==> config.mk <==
export PLATFORM = sky130hd
export DESIGN_NAME = amp_i2c_cfg_seq
export DESIGN_NICKNAME = d
export VERILOG_FILES = /design/src/rtl/amp_i2c_cfg_seq.sv
export SDC_FILE = /design/constraint.sdc
export NUM_CORES = 1
export LEC_CHECK = 0
export ABC_CLOCK_PERIOD_IN_PS = 3340
export CORE_MARGIN = 5
export CORE_UTILIZATION = 55
export DETAILED_ROUTE_END_ITERATION = 7
export PLACE_DENSITY = 0.88
export SLEW_MARGIN = 20
export SYNTH_ARGS = -nofsm -noshare
export SYNTH_HDL_FRONTEND = slang
export SYNTH_SLANG_ARGS = --single-unit
export TNS_END_PERCENT = 20
==> constraint.sdc <==
create_clock -name clk -period 3.34 [get_ports clk]
set_input_delay 0.501 -clock clk [delete_from_list [all_inputs] [get_ports clk]]
set_output_delay 0.501 -clock clk [all_outputs]
set_load 0.01 [all_outputs]
==> src/rtl/amp_i2c_cfg_seq.sv <==
// amp_i2c_cfg_seq -- I2C master that writes a register table into an amplifier.
//
// On start, every table entry is sent as one I2C write transaction:
//   START, {DEV_ADDR,W}, ACK, reg addr, ACK, data, ACK, STOP.
// If any byte is NACKed, the entry is retried up to MAX_RETRY times.
// When retries run out, the sequence stops with err set.
//
// Ports
//   clk, reset      clock; asynchronous active-low reset
//   start           single-cycle request; ignored while busy
//   tbl_idx         index of the current table entry
//   tbl_data        combinational table read: [15:8] register address, [7:0] data
//   scl_oe, sda_oe  1 = pull the line low, 0 = release it
//   scl_in, sda_in  synchronised bus levels
//   busy            sequence in progress
//   done            all entries acknowledged
//   err             retries exhausted
//   err_idx         entry that failed
module amp_i2c_cfg_seq #(
   parameter int unsigned CLK_DIV   = 4,
   parameter logic [6:0]  DEV_ADDR  = 7'h20,
   parameter int unsigned NUM_REGS  = 2,
   parameter int unsigned MAX_RETRY = 2
) (
   input  logic        clk,
   input  logic        reset,
   input  logic        start,
   output logic [3:0]  tbl_idx,
   input  logic [15:0] tbl_data,
   output logic        scl_oe,
   output logic        sda_oe,
   input  logic        scl_in,
   input  logic        sda_in,
   output logic        busy,
   output logic        done,
   output logic        err,
   output logic [3:0]  err_idx
);

   typedef enum logic [2:0] {
      S_IDLE, S_START, S_ADDR, S_REG, S_DATA, S_STOP, S_NEXT, S_FINISH
   } state_t;

   localparam logic [7:0] DIV_LAST  = 8'(CLK_DIV - 1);
   localparam logic [3:0] IDX_LAST  = 4'(NUM_REGS - 1);
   localparam logic [2:0] RETRY_MAX = 3'(MAX_RETRY);

   state_t     state_q, state_d;
   logic [7:0] div_q, div_d;       // clk count within a quarter
   logic [1:0] qtr_q, qtr_d;       // quarter within a bit / START / STOP
   logic [3:0] bit_q, bit_d;       // 0..7 data bits, 8 = ACK slot
   logic [7:0] sr_q, sr_d;         // outgoing byte, MSB on the wire
   logic       nack_q, nack_d;
   logic [2:0] retry_q, retry_d;
   logic [3:0] idx_q, idx_d;
   logic [3:0] eidx_q, eidx_d;
   logic       done_q, done_d;
   logic       err_q, err_d;

   logic in_byte, timed, hold, tick;

   assign in_byte = (state_q == S_ADDR) || (state_q == S_REG) || (state_q == S_DATA);
   assign timed   = in_byte || (state_q == S_START) || (state_q == S_STOP);
   // Clock stretching: SCL is released in Q1 but a slave may still hold it low.
   assign hold    = (qtr_q == 2'd1) && !scl_in && (in_byte || (state_q == S_STOP));
   assign tick    = timed && !hold && (div_q == DIV_LAST);

   always_ff @(posedge clk or negedge reset) begin
      if (!reset) begin
         state_q <= S_IDLE;
         div_q   <= '0;
         qtr_q   <= '0;
         bit_q   <= '0;
         sr_q    <= '0;
         nack_q  <= 1'b0;
         retry_q <= '0;
         idx_q   <= '0;
         eidx_q  <= '0;
         done_q  <= 1'b0;
         err_q   <= 1'b0;
      end else begin
         state_q <= state_d;
         div_q   <= div_d;
         qtr_q   <= qtr_d;
         bit_q   <= bit_d;
         sr_q    <= sr_d;
         nack_q  <= nack_d;
         retry_q <= retry_d;
         idx_q   <= idx_d;
         eidx_q  <= eidx_d;
         done_q  <= done_d;
         err_q   <= err_d;
      end
   end

   always_comb begin
      state_d = state_q;
      div_d   = div_q;
      qtr_d   = qtr_q;
      bit_d   = bit_q;
      sr_d    = sr_q;
      nack_d  = nack_q;
      retry_d = retry_q;
      idx_d   = idx_q;
      eidx_d  = eidx_q;
      done_d  = done_q;
      err_d   = err_q;
      scl_oe  = 1'b0;
      sda_oe  = 1'b0;

      if (timed && !hold)
         div_d = tick ? 8'd0 : div_q + 8'd1;

      case (state_q)
         S_IDLE: begin
            if (start) begin
               state_d = S_START;
               div_d   = '0;
               qtr_d   = '0;
               nack_d  = 1'b0;
               retry_d = '0;
               idx_d   = '0;
               done_d  = 1'b0;
               err_d   = 1'b0;
            end
         end
         S_START: begin
            // quarter 0: bus idle, quarter 1: SDA falls while SCL is high
            sda_oe = (qtr_q == 2'd1);
            if (tick) begin
               if (qtr_q == 2'd1) begin
                  state_d = S_ADDR;
                  qtr_d   = '0;
                  bit_d   = '0;
                  sr_d    = {DEV_ADDR, 1'b0};
               end else begin
                  qtr_d = qtr_q + 2'd1;
               end
            end
         end
         S_ADDR, S_REG, S_DATA: begin
            scl_oe = (qtr_q == 2'd0) || (qtr_q == 2'd3);
            sda_oe = (bit_q != 4'd8) && !sr_q[7];
            if (tick) begin
               if ((qtr_q == 2'd2) && (bit_q == 4'd8) && sda_in)
                  nack_d = 1'b1;
               if (qtr_q == 2'd3) begin
                  qtr_d = '0;
                  if (bit_q == 4'd8) begin
                     bit_d = '0;
                     // the next byte is latched here, at the start of its first Q0
                     if (nack_q)                  state_d = S_STOP;
                     else if (state_q == S_ADDR) begin
                        state_d = S_REG;
                        sr_d    = tbl_data[15:8];
                     end else if (state_q == S_REG) begin
                        state_d = S_DATA;
                        sr_d    = tbl_data[7:0];
                     end else                     state_d = S_STOP;
                  end else begin
                     bit_d = bit_q + 4'd1;
                     sr_d  = {sr_q[6:0], 1'b0};
                  end
               end else begin
                  qtr_d = qtr_q + 2'd1;
               end
            end
         end
         S_STOP: begin
            // SCL rises with SDA low, then SDA rises: the bus is free afterwards
            scl_oe = (qtr_q == 2'd0);
            sda_oe = (qtr_q != 2'd2);
            if (tick) begin
               if (qtr_q == 2'd2) begin
                  state_d = S_NEXT;
                  qtr_d   = '0;
               end else begin
                  qtr_d = qtr_q + 2'd1;
               end
            end
         end
         S_NEXT: begin
            if (nack_q) begin
               if (retry_q < RETRY_MAX) begin
                  retry_d = retry_q + 3'd1;
                  nack_d  = 1'b0;
                  state_d = S_START;
               end else begin
                  err_d   = 1'b1;
                  eidx_d  = idx_q;
                  state_d = S_FINISH;
               end
            end else if (idx_q == IDX_LAST) begin
               done_d  = 1'b1;
               state_d = S_FINISH;
            end else begin
               idx_d   = idx_q + 4'd1;
               retry_d = '0;
               state_d = S_START;
            end
         end
         S_FINISH: state_d = S_IDLE;
         default:  state_d = S_IDLE;
      endcase
   end

   assign busy    = (state_q != S_IDLE) && (state_q != S_FINISH);
   assign tbl_idx = idx_q;
   assign err_idx = eidx_q;
   assign done    = done_q;
   assign err     = err_q;

endmodule

==> flow_summary.ini <==
[outcome]
outcome = finished, final reports clean

[cells_and_area]
area.sequential_um2 = 976
fillers = 333
multi_input_area_um2 = 1430
layout.nets = 324
diodes = 0
drive_gt1_share_pct = 13.1
area_growth_pct = 19.2

[critical_path]
worst-path-stages = 4
r2r_cells = 5
cp.arrival_ns = 2.47
slowest_delay_ns = 0.61
cp-start-kind = flip-flop
path_cells = or3b_1, a21o_1, o22ai_1, clkdlybuf4s50_1
worstSetupPathType = reg -> out
cp_top_family = flip-flops
critical_path_buf_inv_count = 1
critPathMaxFanout = 19
end_kind = output pin
crit_path_top_delay_cell = dfrtp_1
worstPathRequired_ns = 2.84

[clocking]
numCtsBuffers = 5
cts-resized-gates = 0
cts_max_level = 2
clkSlewWorstSetupHoldPaths_ns = 0.09
postCtsSetupRepairBufs = 0
cts_sinks = 39
cts_root_buf = clkbuf_8
clockBufferDepth = 2
postCtsHoldBufs = 0
insertion_delay_ns = 0.30
cts_tree = done

[floorplan]
die-height_um = 77.3
rows = 24
initial_core_util_pct = 56.8
die_w_um = 77.3
die_area_um2 = 5980
core_area_um2 = 4380
num_io_pins = 34

[synth]
synth.ff_latch_count = 39
synth_warnings = 0
ys_seq_area_share_pct = 39.2
syn-cell-area_um2 = 2490
synth.distinct_cells = 56
synth_ff_type = dfrtp_1
synth_enable_flop_cells = 0
synthArstFlopShare_pct = 100
synth_fp_nets = 291
syn_inst = 257
avgSynthCellArea_um2 = 9.69

[global_route]
antenna_found_initial = 0
first_global_vias = 2058
grt_usage_pct = 19.5
grt_max_degree = 40
grt_pass1_wl_um = 9720
overflow = 0

[pwr]
p_leak_uw = 0.00131
ir_drop_uv = 586
powerDensity_nw_per_um2 = 796

[timing]
grt_setup_unrepaired = false
worst_hold_slack_ns = 0.308
hold_violations = 0
final.setup_skew_ns = 0.0117
slew_headroom_pct = 42.4
maxSlewViolCount = 0
period_minus_slack_ns = 2.97
post-route-period-util_pct = 88.9
fmax_mhz = 337
tns_ns = 0
setup_viol = 0
worstMarginPinSlew_ns = 0.864

[routing]
firstDrtPassIters = 4
vias = 2005
drt-vias-per-instance = 5.85
routed_wl_um = 5420
wl_per_cell_um = 15.8
route.detailed.drc = 0
drt_iter0_drc = 110
ant_nets = 0

[placement]
dpl.hpwl_um = 3910
gp_congestion = 0.894
io_buffers = 33

[job]
cap_violations = 0

[worst_hold_path]
min_path_type = in -> async
-- worst paths after layout --
path / from / endpoint / slack [ns]
hold / removal: reset / state_q[0]$_DFFE_PN0P_ / 0.31
hold reg to reg: bit_q[3]$_DFFE_PN0P_ / bit_q[3]$_DFFE_PN0P_ / 0.49
setup / recovery: state_q[1]$_DFFE_PN0P_ / sda_oe / 0.37
max in group asynchronous: reset / sr_q[7]$_DFFE_PN0P_ / 2.48
min in group clk: bit_q[3]$_DFFE_PN0P_ / bit_q[3]$_DFFE_PN0P_ / 0.49
setup reg to reg: state_q[1]$_DFFE_PN0P_ / qtr_q[0]$_DFFE_PN0P_ / 0.78
-- synthesized netlist by cell type, types with 3 or more instances --
cell type  count  area share (%)
dfrtp_1       39              39
nor2_1        29             4.4
o21ai_0       21             4.2
nand2_1       20             3.0
ha_1          13             6.5
inv_1         11             1.7
a21oi_1        9             1.8
mux2i_1        9             3.6
buf_2          7             1.4
mux2_4         7             4.2
nand3_1        7             1.4
o22ai_1        7             1.8
mux2_2         5             2.3
xnor2_1        5             1.8
nor3_1         4            0.80
o21ai_1        4            0.80
xor2_1         4             1.4
and3b_1        3             1.1
nand2b_1       3            0.75
o211ai_1       3            0.90
-- where the power goes --
group	internal, uW	leakage (uW)	switching, uW
Combinational	531	0.000727	717
Clock	227	0.0000587	186
Sequential	565	0.000522	140
-- cell families after synthesis --
group           Yosys count  synth area share (%)
buf+inv                  20                  3.37
flops                    39                  39.2
xor+xnor                  9                  3.16
mux                      22                  10.5
fa+ha+maj                13                  6.53
simple gates             92                  20.4
compound gates           62                  16.8
-- flip-flops by register name, indices dropped and copies added, names as in the netlist --
signal and count:
state_q 3, err_idx 4, nack_q 1, retry_q 3, tbl_idx 4, err 1, qtr_q 2, bit_q 4
done 1, sr_q 8, div_q 8
-- area by class of cell --
class                   count  area share, %
flip-flops and latches     39           32.9
clock buffers               5           2.32
inverters                  11           1.39
repair buffers             35           11.5
well taps                  52           2.19
multi-input cells         198           48.2
clock inverters             3           1.60
-- layout by cell type (no fill, tap or decap), drive strengths merged, types with 5 or more instances in the layout --
cell | synthesis | layout
o22ai | 8 | 8
nor2 | 30 | 30
o21ai | 27 | 27
mux2 | 13 | 13
mux2i | 9 | 9
xnor2 | 5 | 5
clkbuf | 2 | 5
inv | 11 | 12
dfrtp | 39 | 39
nand2 | 20 | 20
clkdlybuf4s50 | 0 | 32
nand3 | 8 | 8
a21oi | 10 | 10
ha | 13 | 13
-- stage by stage --
step	utilization [%]	instances	power (uW)	setup WS, ns	area (um2)
finish	67.8	343	2370	0.370	2970
global route	67.8	343	2560	0.308	2970
CTS	67.8	343	2370	0.393	2970
detailed placement	65.1	335	1950	0.732	2850
global placement	65.1	335	1890	0.813	2850
floorplan	-	257	1630	1.37	2490
-- layer usage --
| layer | vias up | global-route usage (%) | part of all wire, % |
|---|---|---|---|
| met5 | - | 0 | 0 |
| met4 | 0 | 7.39 | 2.0 |
| met3 | 11 | 5.50 | 6.0 |
| met2 | 53 | 30.0 | 47 |
| met1 | 966 | 26.2 | 45 |
| li1 | 975 | - | - |
Note: power is estimated with default switching activity, not from simulation.
